==> src/rtl/reaction_pkg.sv <==
`default_nettype none
// ============================================================================
// Module      : reaction_pkg
// Description : Shared state encoding, limits and LFSR helpers for the
//               reaction timer.
// Revision    : 1.0 - initial release
// ============================================================================
package reaction_pkg;

    typedef enum logic [2:0] {
        IDLE    = 3'd0,
        WAIT    = 3'd1,
        MEASURE = 3'd2,
        DONE    = 3'd3,
        FOUL    = 3'd4
    } state_t;

    localparam logic [13:0] MAX_TIME  = 14'd9999;
    localparam logic [15:0] LFSR_SEED = 16'hACE1;
    localparam int          DELAY_W   = 17;

    // Fibonacci step for x^16 + x^14 + x^13 + x^11 + 1.
    function automatic logic [15:0] lfsr_next(input logic [15:0] q);
        return {q[14:0], q[15] ^ q[13] ^ q[12] ^ q[10]};
    endfunction

endpackage
`default_nettype wire

==> src/rtl/lfsr16.sv <==
`default_nettype none
// ============================================================================
// Module      : lfsr16
// Description : Free-running 16-bit Fibonacci LFSR, reseeded on reset.
// Revision    : 1.0 - initial release
// ============================================================================
module lfsr16
    import reaction_pkg::*;
(
    input  logic        clk,
    input  logic        en,
    output logic [15:0] q
);

    logic [15:0] r_q;

    always_ff @(posedge clk or negedge en) begin
        if (!en) begin
            r_q <= LFSR_SEED;
        end else begin
            r_q <= lfsr_next(r_q);
        end
    end

    assign q = r_q;

endmodule
`default_nettype wire

==> src/rtl/reaction_timer.sv <==
`default_nettype none
// ============================================================================
// Module      : reaction_timer
// Description : Random-delay stimulus, tick-based reaction measurement with
//               false-start detection and timeout saturation.
// Revision    : 1.0 - initial release
// ============================================================================
module reaction_timer
    import reaction_pkg::*;
#(
    parameter int TICK_DIV        = 5000,
    parameter int DELAY_MIN       = 10000,
    parameter int DELAY_SPAN_LOG2 = 13
) (
    input  logic        clk,
    input  logic        en,
    input  logic        start,
    input  logic        resp,
    output logic        led,
    output logic [13:0] rectTime,
    output logic        valid,
    output logic        early,
    output logic        busy
);

    localparam int PRESC_W = (TICK_DIV > 1) ? $clog2(TICK_DIV) : 1;
    localparam logic [15:0] SPAN_MASK = 16'((32'd1 << DELAY_SPAN_LOG2) - 32'd1);

    state_t               r_state;
    state_t               w_next;
    logic                 r_start_d;
    logic                 r_resp_d;
    logic [PRESC_W-1:0]   r_presc;
    logic [DELAY_W-1:0]   r_delay;
    logic [13:0]          r_rect;
    logic                 r_led;
    logic                 r_valid;
    logic                 r_early;
    logic                 r_busy;

    logic [15:0]          w_lfsr;
    logic [15:0]          w_rand;
    logic [DELAY_W-1:0]   w_delay_load;
    logic [13:0]          w_rect_inc;
    logic                 w_start_rise;
    logic                 w_resp_rise;
    logic                 w_tick;
    logic                 w_load;
    logic                 w_dec;
    logic                 w_inc;
    logic                 w_presc_clr;

    lfsr16 u_lfsr (
        .clk (clk),
        .en  (en),
        .q   (w_lfsr)
    );

    assign w_start_rise = start & ~r_start_d;
    assign w_resp_rise  = resp & ~r_resp_d;
    assign w_tick       = (r_presc == PRESC_W'(TICK_DIV - 1));
    assign w_rand       = w_lfsr & SPAN_MASK;
    assign w_delay_load = DELAY_W'(DELAY_MIN) + DELAY_W'(w_rand);
    assign w_rect_inc   = r_rect + 14'd1;

    // Response beats start in the active states; start beats response elsewhere.
    always_comb begin
        w_next      = r_state;
        w_load      = 1'b0;
        w_dec       = 1'b0;
        w_inc       = 1'b0;
        w_presc_clr = 1'b0;
        case (r_state)
            IDLE, DONE, FOUL: begin
                if (w_start_rise) begin
                    w_next      = WAIT;
                    w_load      = 1'b1;
                    w_presc_clr = 1'b1;
                end
            end
            WAIT: begin
                if (w_resp_rise) begin
                    w_next = FOUL;
                end else if (w_tick) begin
                    if (r_delay == '0) begin
                        w_next      = MEASURE;
                        w_presc_clr = 1'b1;
                    end else begin
                        w_dec = 1'b1;
                    end
                end
            end
            MEASURE: begin
                if (w_resp_rise) begin
                    w_next = DONE;
                end else if (w_tick) begin
                    w_inc = 1'b1;
                    if (w_rect_inc == MAX_TIME) begin
                        w_next = DONE;
                    end
                end
            end
            default: begin
                w_next = IDLE;
            end
        endcase
    end

    always_ff @(posedge clk or negedge en) begin
        if (!en) begin
            r_state   <= IDLE;
            r_start_d <= 1'b0;
            r_resp_d  <= 1'b0;
            r_presc   <= '0;
            r_delay   <= '0;
            r_rect    <= '0;
            r_led     <= 1'b0;
            r_valid   <= 1'b0;
            r_early   <= 1'b0;
            r_busy    <= 1'b0;
        end else begin
            r_state   <= w_next;
            r_start_d <= start;
            r_resp_d  <= resp;

            if (w_presc_clr || w_tick) begin
                r_presc <= '0;
            end else begin
                r_presc <= r_presc + PRESC_W'(1);
            end

            if (w_load) begin
                r_delay <= w_delay_load;
            end else if (w_dec) begin
                r_delay <= r_delay - DELAY_W'(1);
            end

            if (w_load) begin
                r_rect <= '0;
            end else if (w_inc) begin
                r_rect <= w_rect_inc;
            end

            // Outputs decode the next state so they change on the transition edge.
            r_led   <= (w_next == MEASURE);
            r_valid <= (w_next == DONE);
            r_early <= (w_next == FOUL);
            r_busy  <= (w_next == WAIT) || (w_next == MEASURE);
        end
    end

    assign led      = r_led;
    assign rectTime = r_rect;
    assign valid    = r_valid;
    assign early    = r_early;
    assign busy     = r_busy;

endmodule
`default_nettype wire

==> config.mk <==
export PLATFORM = sky130hd
export DESIGN_NAME = reaction_timer
export DESIGN_NICKNAME = d
export VERILOG_FILES = /design/src/rtl/reaction_pkg.sv /design/src/rtl/lfsr16.sv /design/src/rtl/reaction_timer.sv
export SDC_FILE = /design/constraint.sdc
export NUM_CORES = 1
export LEC_CHECK = 0
export BUFFER_PORTS_ARGS = -buffer_cell sky130_fd_sc_hd__clkbuf_2
export CAP_MARGIN = 20
export CORE_MARGIN = 10
export CORE_UTILIZATION = 40
export DETAILED_ROUTE_END_ITERATION = 12
export GPL_ROUTABILITY_DRIVEN = 0
export GPL_TIMING_DRIVEN = 0
export PLACE_DENSITY = 0.61
export SLEW_MARGIN = 20
export SYNTH_ARGS = -nofsm -noshare
export SYNTH_HDL_FRONTEND = slang
export SYNTH_SLANG_ARGS = --single-unit
==> constraint.sdc <==
create_clock -name clk -period 3.88 [get_ports clk]
set_clock_uncertainty 0.2 [all_clocks]
set_input_delay 0.194 -clock clk [delete_from_list [all_inputs] [get_ports clk]]
set_output_delay 0.194 -clock clk [all_outputs]
set_load 0.005 [all_outputs]
* After elaboration in Yosys (flattened, before gate mapping)
Index checks and enable logic that the tools add are counted.
Operators by class: divide/modulo/power cells 0, multipliers 0, add/subtract/negate cells 4, order comparisons 0, multiplexer cells 26, shifts and indexed selects 0, reduce and logical (&&, ||, !) cells 7, equal/unequal tests 10, bitwise operators 7
Operator list (number):
- 2-to-1 mux 17 bit | 2
- 2-to-1 mux 14 bit | 2
- 2-to-1 mux 3 bit | 7
- zero test 17 bit | 1
- subtractor 17 x 1 -> 17 bit (second input constant) | 1
- adder 14 x 13 -> 15 bit (first input constant) | 1
- adder 14 x 1 -> 14 bit (second input constant) | 1
- equality test 14 bit (second input constant) | 1
- adder 13 x 1 -> 13 bit (second input constant) | 1
- equality test 13 bit (second input constant) | 1
- 2-to-1 mux 13 bit | 1
- equality test 3 x 2 -> 1 bit (second input constant) | 4
- 2-to-1 mux 1 bit | 12
- one-hot mux 3 bit (3 select lines) | 1
- equality test 3 x 1 -> 1 bit (second input constant) | 2
- equality test 3 bit (second input constant) | 2
- nonzero test 2 bit | 2
- zero test 3 bit | 1
- OR reduction 3 bit | 1
- XOR 1 bit | 3
- AND 1 bit | 2
- logical OR 1 bit | 2
- NOT 1 bit | 2
- one-hot mux 1 bit (2 select lines) | 1
Storage, ports and cells: memories 0, RAM bits 0, latch bits 0, bits in read-only memories 0, register bits 69, word-level logic and storage cells 65

* Depth between registers and ports, before layout
Gate-level depths: netlist of the first run.
depth in word-level cells 8, depth in mapped cells 8, gate-level depth less buffers 7

* Cells and area by module
Synthesis of the first run repeated with hierarchy kept, for this count alone.
Second synthesis, totals: cells, all modules 366, area, all modules 3552.2 um2
By module, submodules not included:
- reaction_timer | area each 3115.5 um2, cells an instance 347, sequential area each 1326.3 um2, instances 1
- lfsr16 | area each 436.7 um2, cells an instance 19, sequential area each 410.4 um2, instances 1

* Least setup slack after synthesis of the first run
No wires, ideal clock.
path type register -> register, start point register r_presc[3], end point register r_valid (netlist: valid), library setup time 0.119 ns, setup slack 1.273 ns, cell stages (with the launch flop) 7, arrival time 2.288 ns, required time 3.561 ns, clock period less this slack 2.607 ns, cell sequence dfrtp_1 -> or4b_1 -> or4_4 -> or3_1 -> a211oi_2 -> o31ai_2 -> and2_1
On the way: longest elaborated chain between the ends 5, elaborated cells between the ends (all ways) 7, those cells by class 2 x eq/ne; 5 x mux
Ends and longest elaborated chain:
- start: declaration | RTL line reaction_timer.sv:33 | logic [PRESC_W-1:0] r_presc;
- start signal: assignment | RTL line reaction_timer.sv:129 | r_presc <= r_presc + PRESC_W'(1);
- equality test 13 bit (*) | RTL line reaction_timer.sv:61 | assign w_tick = (r_presc == PRESC_W'(TICK_DIV - 1));
- 2-to-1 mux 3 bit, on equally long branches | RTL line reaction_timer.sv:96, reaction_timer.sv:84
- 2-to-1 mux 3 bit, on equally long branches | RTL line reaction_timer.sv:94, reaction_timer.sv:82
- one-hot mux 3 bit (3 select lines) (*) | RTL line reaction_timer.sv:73 | case (r_state)
- named net w_next[0] | RTL line reaction_timer.sv:30 | state_t w_next;
- equality test 3 x 2 -> 1 bit (*) | RTL line reaction_timer.sv:146 | r_valid <= (w_next == DONE);
- end signal: assignment | RTL line reaction_timer.sv:146
- end: declaration | RTL line reaction_timer.sv:37 | logic r_valid;
The timed path passes the listed nets; every way through them passes the cells marked *. A chain may end at the register's enable or synchronous reset.

* Worst setup path in the final report of the first run
start point register r_rect[1] (netlist: rectTime[1]), end point register r_valid (netlist: valid)
On the way: longest elaborated chain between the ends 7
Ends and longest elaborated chain:
- start: declaration | RTL line reaction_timer.sv:35 | logic [13:0] r_rect;
- start signal: assignment | RTL line reaction_timer.sv:141 | r_rect <= w_rect_inc;
- adder 14 x 1 -> 14 bit | RTL line reaction_timer.sv:64 | assign w_rect_inc = r_rect + 14'd1;
- equality test 14 bit | RTL line reaction_timer.sv:98 | if (w_rect_inc == MAX_TIME) begin
- 2-to-1 mux 3 bit | RTL line reaction_timer.sv:98
- 2-to-1 mux 3 bit | RTL line reaction_timer.sv:96 | end else if (w_tick) begin
- 2-to-1 mux 3 bit | RTL line reaction_timer.sv:94 | if (w_resp_rise) begin
- one-hot mux 3 bit (3 select lines) | RTL line reaction_timer.sv:73
- named net w_next[0] | RTL line reaction_timer.sv:30
- equality test 3 x 2 -> 1 bit | RTL line reaction_timer.sv:146
The timed path passes the listed nets, and every way through them passes these cells.

==> flow_metrics.env, run 1 <==
export IMPL_finish_net_count=402
export IMPL_initial_core_util=0.417
export IMPL_fin_crit_ns=2.93
export IMPL_grt_total_usage=0.120
export IMPL_fillCellCount=830
export IMPL_tns_ns=0
export IMPL_finalCritPeriodShare=0.755
export IMPL_htreeDepth=3
export IMPL_wl_met2_um=3340
export IMPL_cts_buffers=9
export IMPL_syn_area_um2=3470
export IMPL_p_per_area_nw_per_um2=415
export IMPL_route_detailed_drc=0
export IMPL_yosys_most_used_dff="dfrtp_1"
export IMPL_min_path_type="flop to flop"
export IMPL_status="finished clean"
export IMPL_hold_buffers=3
export IMPL_tightest_slew_ns=0.830
export IMPL_drive_above_1_share=0.128
export IMPL_vias=2669
export IMPL_postSynthRegisterBits=69
export IMPL_end_kind="flop"
export IMPL_clock_latency_ns=0.34
export IMPL_wirelength_um=7440
export IMPL_drt_met1_wl_um=3670
export IMPL_ys_types=49
export IMPL_cts_buffer_depth=2
export IMPL_top_layer="met4"
export IMPL_finalNonFillerCells=502
export IMPL_dieArea_um2=12800
export IMPL_chipHeight_um=113
export IMPL_synthToLayoutAreaGrowth_pct=13.0
export IMPL_cts_root_buffer="clkbuf_8"
export IMPL_drt_iter0_markers=151
export IMPL_grt_ovfl_total=0
export IMPL_maxSlewViolCount=0
export IMPL_via_per_inst=5.32
export IMPL_path_max_fanout=10
export IMPL_rsz0062_at_grt="no"
export IMPL_detail_route_wl_per_cell_um=14.8
export IMPL_clock_sinks=69
export IMPL_max_cap_violations=0
export IMPL_synth_area_top_cells="dfrtp_1 44%, dfstp_2 6.0%, xnor2_1 5.5%, xor2_1 4.8%, nor2_1 4.3%"
export IMPL_syn_nets=366
export IMPL_async_flop_share=1.00
export IMPL_core_um2=8340
export IMPL_synth_top_area_share=0.439
export IMPL_io_buffers=21
export IMPL_cp_required_ns=3.96
export IMPL_yosysWarnings=0
export IMPL_crit_type="flop to flop"
export IMPL_postSynthAreaPerCell_um2=9.76
export IMPL_wl_met3_um=344
export IMPL_io_pins=22
export IMPL_cts_resized_gates=0
export IMPL_setup_viol=0
export IMPL_antenna_cells=0
export IMPL_yosysTopAreaCell="dfrtp_1"
export IMPL_grt_pass1_vias=2610
export IMPL_cp_start_kind="flop"
export IMPL_ys_seq_area_frac=0.500
export IMPL_cp_arrival_ns=3.01
export IMPL_synth_edf_count=0
export IMPL_synthesis_instances=356
export IMPL_placed_cells=483
export IMPL_cts_setup_buffers=0
export IMPL_clkTransAtPathRegs_ns=0.07
export IMPL_ir_drop_v=0.000171
export IMPL_relSlewSlack=0.447
export IMPL_finalHoldViolCount=0
export IMPL_antenna_found_initial=0
export IMPL_grt_pass1_wl_um=13000
export IMPL_detail_route_antenna_nets=0
export IMPL_leakagePower_uw=0.00167
export IMPL_grt_max_degree=37
export IMPL_first_pass_iters=5
export IMPL_fin_util=0.471
export IMPL_fmax_ghz=0.341
export IMPL_die_w_um=113
export IMPL_dpl_hpwl_um=5240
export IMPL_rows=33
export IMPL_cts_tree="built"
==> placed cells by master (no fill, tap or decap), drive strengths merged, types with 4 or more instances in the layout <==
master	n
and3	7
nor3	15
xnor2	22
xor2	19
o21ai	27
nor2	40
nand4	9
nor4	6
a21oi	11
or3	4
nand2	26
o31ai	6
clkbuf	49
dfrtp	61
nand2b	7
a31oi	4
nor2b	4
ha	6
dfstp	8
or4b	4
inv	8
nand3	19
==> state kept, by name (all words and copies together) (netlist names) <==
signal     cells
rectTime      14
r_presc       13
r_resp_d       1
r_state        3
valid          1
u_lfsr.q      16
led            1
busy           1
early          1
r_start_d      1
r_delay       17
==> logic make-up (layout without fill, tap and decap cells) <==
| group | Yosys count | after routing | share of synthesized area |
|---|---|---|---|
| XOR/XNOR | 41 | 41 | 0.103 |
| multiplexers | 3 | 3 | 0.00864 |
| AND/OR/NAND/NOR | 155 | 155 | 0.235 |
| flip-flops | 69 | 69 | 0.500 |
| buffers and inverters | 22 | 63 | 0.0238 |
| AO/OA/AOI/OAI | 60 | 60 | 0.107 |
| adder cells (fa/ha/maj) | 6 | 6 | 0.0216 |
==> area by class of cell <==
cell class              count  area (µm²)  area share
plain buffers              14        52.6      0.0134
clock buffers              14         153      0.0389
clock inverters             2        10.0     0.00255
inverters                   8        30.0     0.00765
multi-input cells         265        1660       0.422
flip-flops and latches     69        1740       0.442
well taps                 105         131      0.0335
repair buffers             25         158      0.0402
==> power by group <==
part / internal (µW) / leakage, µW / switching, µW
sequential: 797 / 0.000896 / 71.3
combinational: 111 / 0.000687 / 150
clock: 249 / 0.0000844 / 252
==> cell usage after synthesis, types with 2 or more instances <==
library cell,count
a31oi_1,4
nor2_1,40
and3_2,2
dfrtp_1,61
and3_1,5
or3_1,4
mux2i_1,3
nand4b_1,2
nor3_1,15
nand4_1,9
or4_1,2
o31ai_1,5
and2_1,2
inv_1,8
or4b_1,4
nor2b_1,4
clkbuf_1,14
ha_1,6
xor2_1,19
nand3_1,19
o21ai_0,21
a21oi_1,11
nand2_1,26
o21ai_1,6
xnor2_1,22
o41ai_1,2
nor4_1,4
nand2b_1,7
dfstp_2,8
nor4_2,2
==> worst paths after layout <==
check / start / end / slack [ns] / depth (start not counted)
setup / recovery: rectTime[1] / valid / 0.95 / 8
hold / removal: u_lfsr.q[14] / u_lfsr.q[15] / 0.15 / 0
setup reg to reg: rectTime[1] / valid / 0.95 / 8
hold reg to reg: u_lfsr.q[14] / u_lfsr.q[15] / 0.15 / 0
max in group asynchronous: en / u_lfsr.q[10] / 2.68 / 3
min in group asynchronous: en / rectTime[2] / 0.17 / 2
==> stage by stage <==
| step | setup slack (ns) | hold slack, ns | power [µW] | area [µm²] |
|---|---|---|---|---|
| final | 0.950 | 0.149 | 1630 | 3930 |
| after CTS | 0.953 | 0.152 | 1650 | 3930 |
| after global placement | 0.992 | 0.116 | 1130 | 3710 |
| after global routing | 0.678 | 0.164 | 1720 | 3930 |
| after detailed placement | 0.968 | 0.0123 | 1140 | 3730 |
| after floorplan | 1.27 | -0.302 | 1050 | 3470 |
==> per-layer routing <==
metal	GRT usage	up-vias
li1	-	1328
met1	0.164	1275
met2	0.178	53
met3	0.0312	13
met4	0.0431	0
met5	0	-
==> worst max-delay path, stage by stage (launching register included) <==
cell and delay, ns:
dfrtp_1 0.54, ha_1 0.21, clkbuf_1 0.32, nand3_1 0.25
nor4_1 0.39, xnor2_1 0.19, o221ai_1 0.20, o31ai_2 0.40
and2_1 0.17
Note: power is estimated with default switching activity, not from simulation.
==> run 2: changes to the inputs <==
==> constraint.sdc (replaced) <==
create_clock -name clk -period 2.9 [get_ports clk]
set_clock_uncertainty 0.2 [all_clocks]
set_input_delay 0.145 -clock clk [delete_from_list [all_inputs] [get_ports clk]]
set_output_delay 0.145 -clock clk [all_outputs]
set_load 0.005 [all_outputs]
==> run 2 against run 1 <==
  * Final cell count is 0.40% lower
  * Die area stayed put
  * Hold slack worse by 0.029 ns
  * Worst setup slack lost 0.81 ns
  * Sequential power rose by 34%
  * Core utilization is 0.42 points higher
  * Maximum frequency is 6.3% higher
  * Count of clock-buffer cells in the layout stayed put
  * Combinational power increased by 39%
==> flow_metrics.env, run 2 (synthesis results as in run 1) <==
export IMPL_status="finished clean"
export IMPL_cts_buffers=9
export IMPL_drt_iter0_markers=205
export IMPL_core_um2=8340
export IMPL_io_buffers=21
export IMPL_tightest_slew_ns=0.744
export IMPL_dpl_hpwl_um=5240
export IMPL_leakagePower_uw=0.00169
export IMPL_fmax_ghz=0.363
export IMPL_clkTransAtPathRegs_ns=0.07
export IMPL_detail_route_wl_per_cell_um=14.9
export IMPL_rows=33
export IMPL_cp_arrival_ns=2.79
export IMPL_io_pins=22
export IMPL_clock_latency_ns=0.34
export IMPL_die_w_um=113
export IMPL_dieArea_um2=12800
export IMPL_wirelength_um=7450
export IMPL_crit_type="flop to flop"
export IMPL_top_register="r_delay"
export IMPL_power_uw=2190
export IMPL_setup_viol=0
export IMPL_initial_core_util=0.417
export IMPL_cts_tree="built"
export IMPL_mostFrequentLayoutCell="dfrtp_1"
export IMPL_place_ws_ns=-0.0118
export IMPL_p_sw_uw=639
export IMPL_r2r_cells=6
export IMPL_relSlewSlack=0.504
export IMPL_p_per_area_nw_per_um2=554
export IMPL_cts_root_buffer="clkbuf_8"
export IMPL_p_seq_frac=0.529
export IMPL_grt_total_usage=0.120
export IMPL_vias=2659
export IMPL_tns_ns=0
export IMPL_grt_pass1_wl_um=13000
export IMPL_final_cell_mix="61 x dfrtp_1, 40 x nor2_1, 26 x nand2_1"
export IMPL_ir_drop_v=0.000231
export IMPL_cp_start_kind="flop"
export IMPL_setup_ws_ns=0.143
export IMPL_antenna_cells=0
export IMPL_rrSetupSlack_ns=0.14
export IMPL_p_sw_frac=0.291
export IMPL_maxSlewViolCount=0
export IMPL_p_clk_frac=0.306
export IMPL_grt_max_degree=37
export IMPL_htreeDepth=3
export IMPL_finalCritPeriodShare=0.951
export IMPL_crit_start="r_presc[3]"
export IMPL_p_comb_frac=0.164
export IMPL_fin_crit_ns=2.76
export IMPL_antenna_found_initial=0
export IMPL_detail_route_antenna_nets=0
export IMPL_synthToLayoutAreaGrowth_pct=14.0
export IMPL_grt_pass1_vias=2613
export IMPL_cts_setup_buffers=0
export IMPL_largest_reg_flops=17
export IMPL_via_per_inst=5.32
export IMPL_max_cap_violations=0
export IMPL_grt_ovfl_total=0
export IMPL_r2r_end="valid"
export IMPL_end_kind="flop"
export IMPL_first_pass_iters=5
export IMPL_rsz0062_at_grt="no"
export IMPL_p_int_uw=1550
export IMPL_finish_net_count=400
export IMPL_finalHoldViolCount=0
export IMPL_cp_endpoint="valid"
export IMPL_cp_required_ns=2.94
export IMPL_chipHeight_um=113
export IMPL_route_detailed_drc=0
export IMPL_path_max_fanout=6
export IMPL_cts_buffer_depth=2
export IMPL_min_path_type="input pin to asynchronous set/reset pin"
export IMPL_clock_sinks=69
export IMPL_r2r_start="r_presc[3]"
export IMPL_drive_above_1_share=0.142
==> run 2: how the worst min path moves through the flow <==
stage | cells past startpoint | end | slack (ns) | startpoint
2_1_floorplan | 0 | busy | -0.35 | en
3_3_place_gp | 1 | r_start_d | 0.07 | start
3_5_place_dp | 1 | rectTime[2] | -0.04 | en
4_1_cts | 2 | rectTime[2] | 0.14 | en
5_1_grt | 2 | rectTime[2] | 0.16 | en
6_report | 2 | rectTime[2] | 0.12 | en
==> run 2: critical path, cell delays in order, from the launching register on <==
cell      delay (ns)
dfrtp_1         0.43
or4b_4          0.57
or4_4           0.54
or3_1           0.35
a211oi_2        0.27
o31ai_2         0.14
and2_1          0.18
==> run 2: cell type report <==
cell class	count	area [µm²]
Fill cell	819	4380
Clock inverter	2	10.0
Clock buffer	14	153
Tap cell	105	131
Sequential cell	69	1740
Buffer	12	45.0
Multi-Input combinational cell	265	1700
Inverter	8	30.0
Timing Repair Buffer	25	158
==> run 2: stage by stage <==
stage	cell area, µm²	util	hold slack (ns)	std cells
global route	3960	0.475	0.163	500
CTS	3930	0.471	0.136	502
global placement	3710	0.445	0.0665	482
floorplan	3470	-	-0.351	356
finish	3960	0.475	0.120	500
detailed placement	3730	0.448	-0.0367	483
==> run 2: timing repair <==
item	in CTS	in global routing
pin swaps	0	0
resized for setup	1	6
setup endpoints to repair	2	23
hold endpoints to repair	59	0
hold buffers	3	0
==> run 2: layer usage <==
layer / GRT usage / wire, µm / up-vias
li1: - / - / 1328
met1: 0.164 / 3700 / 1287
met2: 0.178 / 3390 / 38
met3: 0.0312 / 300 / 6
met4: 0.0431 / 57 / 0
met5: 0 / 0 / -
==> run 2: power by group through the flow <==
stage,sequential [µW],clock [µW],combinational (µW)
6_report,1160,671,361
3_5_place_dp,1170,0,349
5_1_grt,1180,730,411
3_3_place_gp,1170,0,338
2_1_floorplan,1160,0,251
4_1_cts,1160,698,353
==> run 3: changes to the inputs <==
--- a/config.mk
+++ b/config.mk
@@ -9,6 +9,7 @@
 export CAP_MARGIN = 20
 export CORE_MARGIN = 10
 export CORE_UTILIZATION = 40
+export CTS_BUF_LIST = sky130_fd_sc_hd__clkbuf_8
 export DETAILED_ROUTE_END_ITERATION = 12
 export GPL_ROUTABILITY_DRIVEN = 0
 export GPL_TIMING_DRIVEN = 0
==> constraint.sdc (replaced) <==
create_clock -name clk -period 2.9 [get_ports clk]
set_clock_uncertainty 0.2 [all_clocks]
set_input_delay 0.58 -clock clk [delete_from_list [all_inputs] [get_ports clk]]
set_output_delay 0.58 -clock clk [all_outputs]
set_load 0.005 [all_outputs]
==> run 3 against run 2 <==
  * Total power shrank 1.0%
  * Design area is 0.76% lower
  * Wire length shrank 0.86%
  * Maximum frequency about the same
  * Register-to-register slack about the same
  * Via count is 0.49% lower
  * Count of clock-buffer cells in the layout is 4 lower
  * Critical path depth did not move
  * Non-clock buffer count decreased by 3
  * Flip-flop and latch count unchanged
  * Die area did not move
  * Sequential power about the same
  * Critical path type unchanged
  * Critical endpoint unchanged
==> flow_metrics.env, run 3 (synthesis results as in run 1) <==
export IMPL_status="finished clean"
export IMPL_p_sw_frac=0.292
export IMPL_p_comb_frac=0.165
export IMPL_cp_arrival_ns=2.79
export IMPL_crit_type="flop to flop"
export IMPL_grt_max_degree=37
export IMPL_grt_total_usage=0.119
export IMPL_top_register="r_delay"
export IMPL_place_ws_ns=-0.0118
export IMPL_antenna_cells=0
export IMPL_finalCritPeriodShare=0.951
export IMPL_htreeDepth=3
export IMPL_setup_ws_ns=0.142
export IMPL_route_detailed_drc=0
export IMPL_cts_buffer_depth=2
export IMPL_cts_tree="built"
export IMPL_io_buffers=21
export IMPL_io_pins=22
export IMPL_finalNonFillerCells=497
export IMPL_dieArea_um2=12800
export IMPL_via_per_inst=5.32
export IMPL_relSlewSlack=0.497
export IMPL_p_per_area_nw_per_um2=552
export IMPL_dpl_hpwl_um=5240
export IMPL_cts_root_buffer="clkbuf_8"
export IMPL_p_sw_uw=634
export IMPL_clock_latency_ns=0.34
export IMPL_placed_cells=483
export IMPL_ir_drop_v=0.000224
export IMPL_finalHoldViolCount=0
export IMPL_vias=2646
export IMPL_leakagePower_uw=0.00170
export IMPL_grt_pass1_wl_um=13000
export IMPL_antenna_found_initial=0
export IMPL_path_max_fanout=6
export IMPL_p_clk_frac=0.301
export IMPL_clock_sinks=69
export IMPL_final_cell_mix="61 x dfrtp_1, 40 x nor2_1, 26 x nand2_1"
export IMPL_end_kind="flop"
export IMPL_core_um2=8340
export IMPL_mostFrequentLayoutCell="dfrtp_1"
export IMPL_hold_buffers=0
export IMPL_clkTransAtPathRegs_ns=0.07
export IMPL_cp_required_ns=2.93
export IMPL_max_cap_violations=0
export IMPL_rsz0062_at_grt="no"
export IMPL_grt_ovfl_total=0
export IMPL_initial_core_util=0.417
export IMPL_grt_pass1_vias=2596
export IMPL_die_w_um=113
export IMPL_synthToLayoutAreaGrowth_pct=13.1
export IMPL_maxSlewViolCount=0
export IMPL_detail_route_antenna_nets=0
export IMPL_p_seq_frac=0.535
export IMPL_finish_net_count=397
export IMPL_cp_start_kind="flop"
export IMPL_rows=33
export IMPL_first_pass_iters=5
export IMPL_tightest_slew_ns=0.754
export IMPL_drive_above_1_share=0.143
export IMPL_fin_hold_ws_ns=0.0136
export IMPL_largest_reg_flops=17
export IMPL_setup_viol=0
export IMPL_p_int_uw=1540
export IMPL_detail_route_wl_per_cell_um=14.9
export IMPL_fin_crit_ns=2.76
export IMPL_chipHeight_um=113
export IMPL_min_path_type="input pin to asynchronous set/reset pin"
export IMPL_cts_buffers=9
export IMPL_fmax_ghz=0.363
export IMPL_drt_iter0_markers=220
export IMPL_wirelength_um=7380
export IMPL_cts_setup_buffers=0
## run 3: cell types whose count changed in the layout (fill, tap and decap cells not counted), sizes merged
cell | previous run | this run
dlygate4sd3 | 3 | 0
inv | 8 | 12
clkbuf | 47 | 43
## run 3: cell type report
cell class                      instances  area [µm²]
Fill cell                             823        4410
Sequential cell                        69        1740
Multi-Input combinational cell        265        1700
Clock buffer                           10         138
Tap cell                              105         131
Timing Repair Buffer                   22         128
Buffer                                 12        45.0
Inverter                                8        30.0
Clock inverter                          6        25.0
## run 3: power by group through the flow
stage	Sequential, µW	Clock [µW]	Combinational, µW
floorplan	1160	0	251
global placement	1170	0	338
detailed placement	1170	0	349
CTS	1160	686	350
global route	1180	717	407
finish	1160	652	358
## run 3: worst max-delay path, cell delays in order (launching register included)
cell,delay [ns]
dfrtp_1,0.43
or4b_4,0.57
or4_4,0.54
or3_1,0.35
a211oi_2,0.27
o31ai_2,0.14
and2_1,0.18
## run 3: path summary, 6_finish.rpt
path                       slack, ns          from  cells past startpoint           end
setup / recovery                0.14    r_presc[3]                      6         valid
hold / removal                  0.01            en                      1   rectTime[2]
setup reg to reg                0.14    r_presc[3]                      6         valid
hold reg to reg                 0.15  u_lfsr.q[14]                      0  u_lfsr.q[15]
max in group asynchronous       1.86            en                      2   u_lfsr.q[0]
min in group clk                0.15  u_lfsr.q[14]                      0  u_lfsr.q[15]
## run 3: what timing repair did
item                       CTS  global route
setup endpoints to repair    2            23
gates resized for setup      1             6
pin swaps                    0             0
## run 3: per-layer routing
layer,track usage,up-vias,part of all wire
li1,-,1321,-
met1,0.163,1283,0.50
met2,0.177,30,0.46
met3,0.0312,12,0.035
met4,0.0431,0,0.013
met5,0,-,0
## run 3: metrics by stage
stage / setup TNS, ns / instance area, µm² / util / power, µW
5_1_grt: 0 / 3930 / 0.471 / 2300
6_report: 0 / 3930 / 0.471 / 2170
3_5_place_dp: -0.0222 / 3730 / 0.448 / 1520
3_3_place_gp: 0 / 3710 / 0.445 / 1510
4_1_cts: 0 / 3900 / 0.468 / 2190
2_1_floorplan: 0 / 3470 / - / 1410
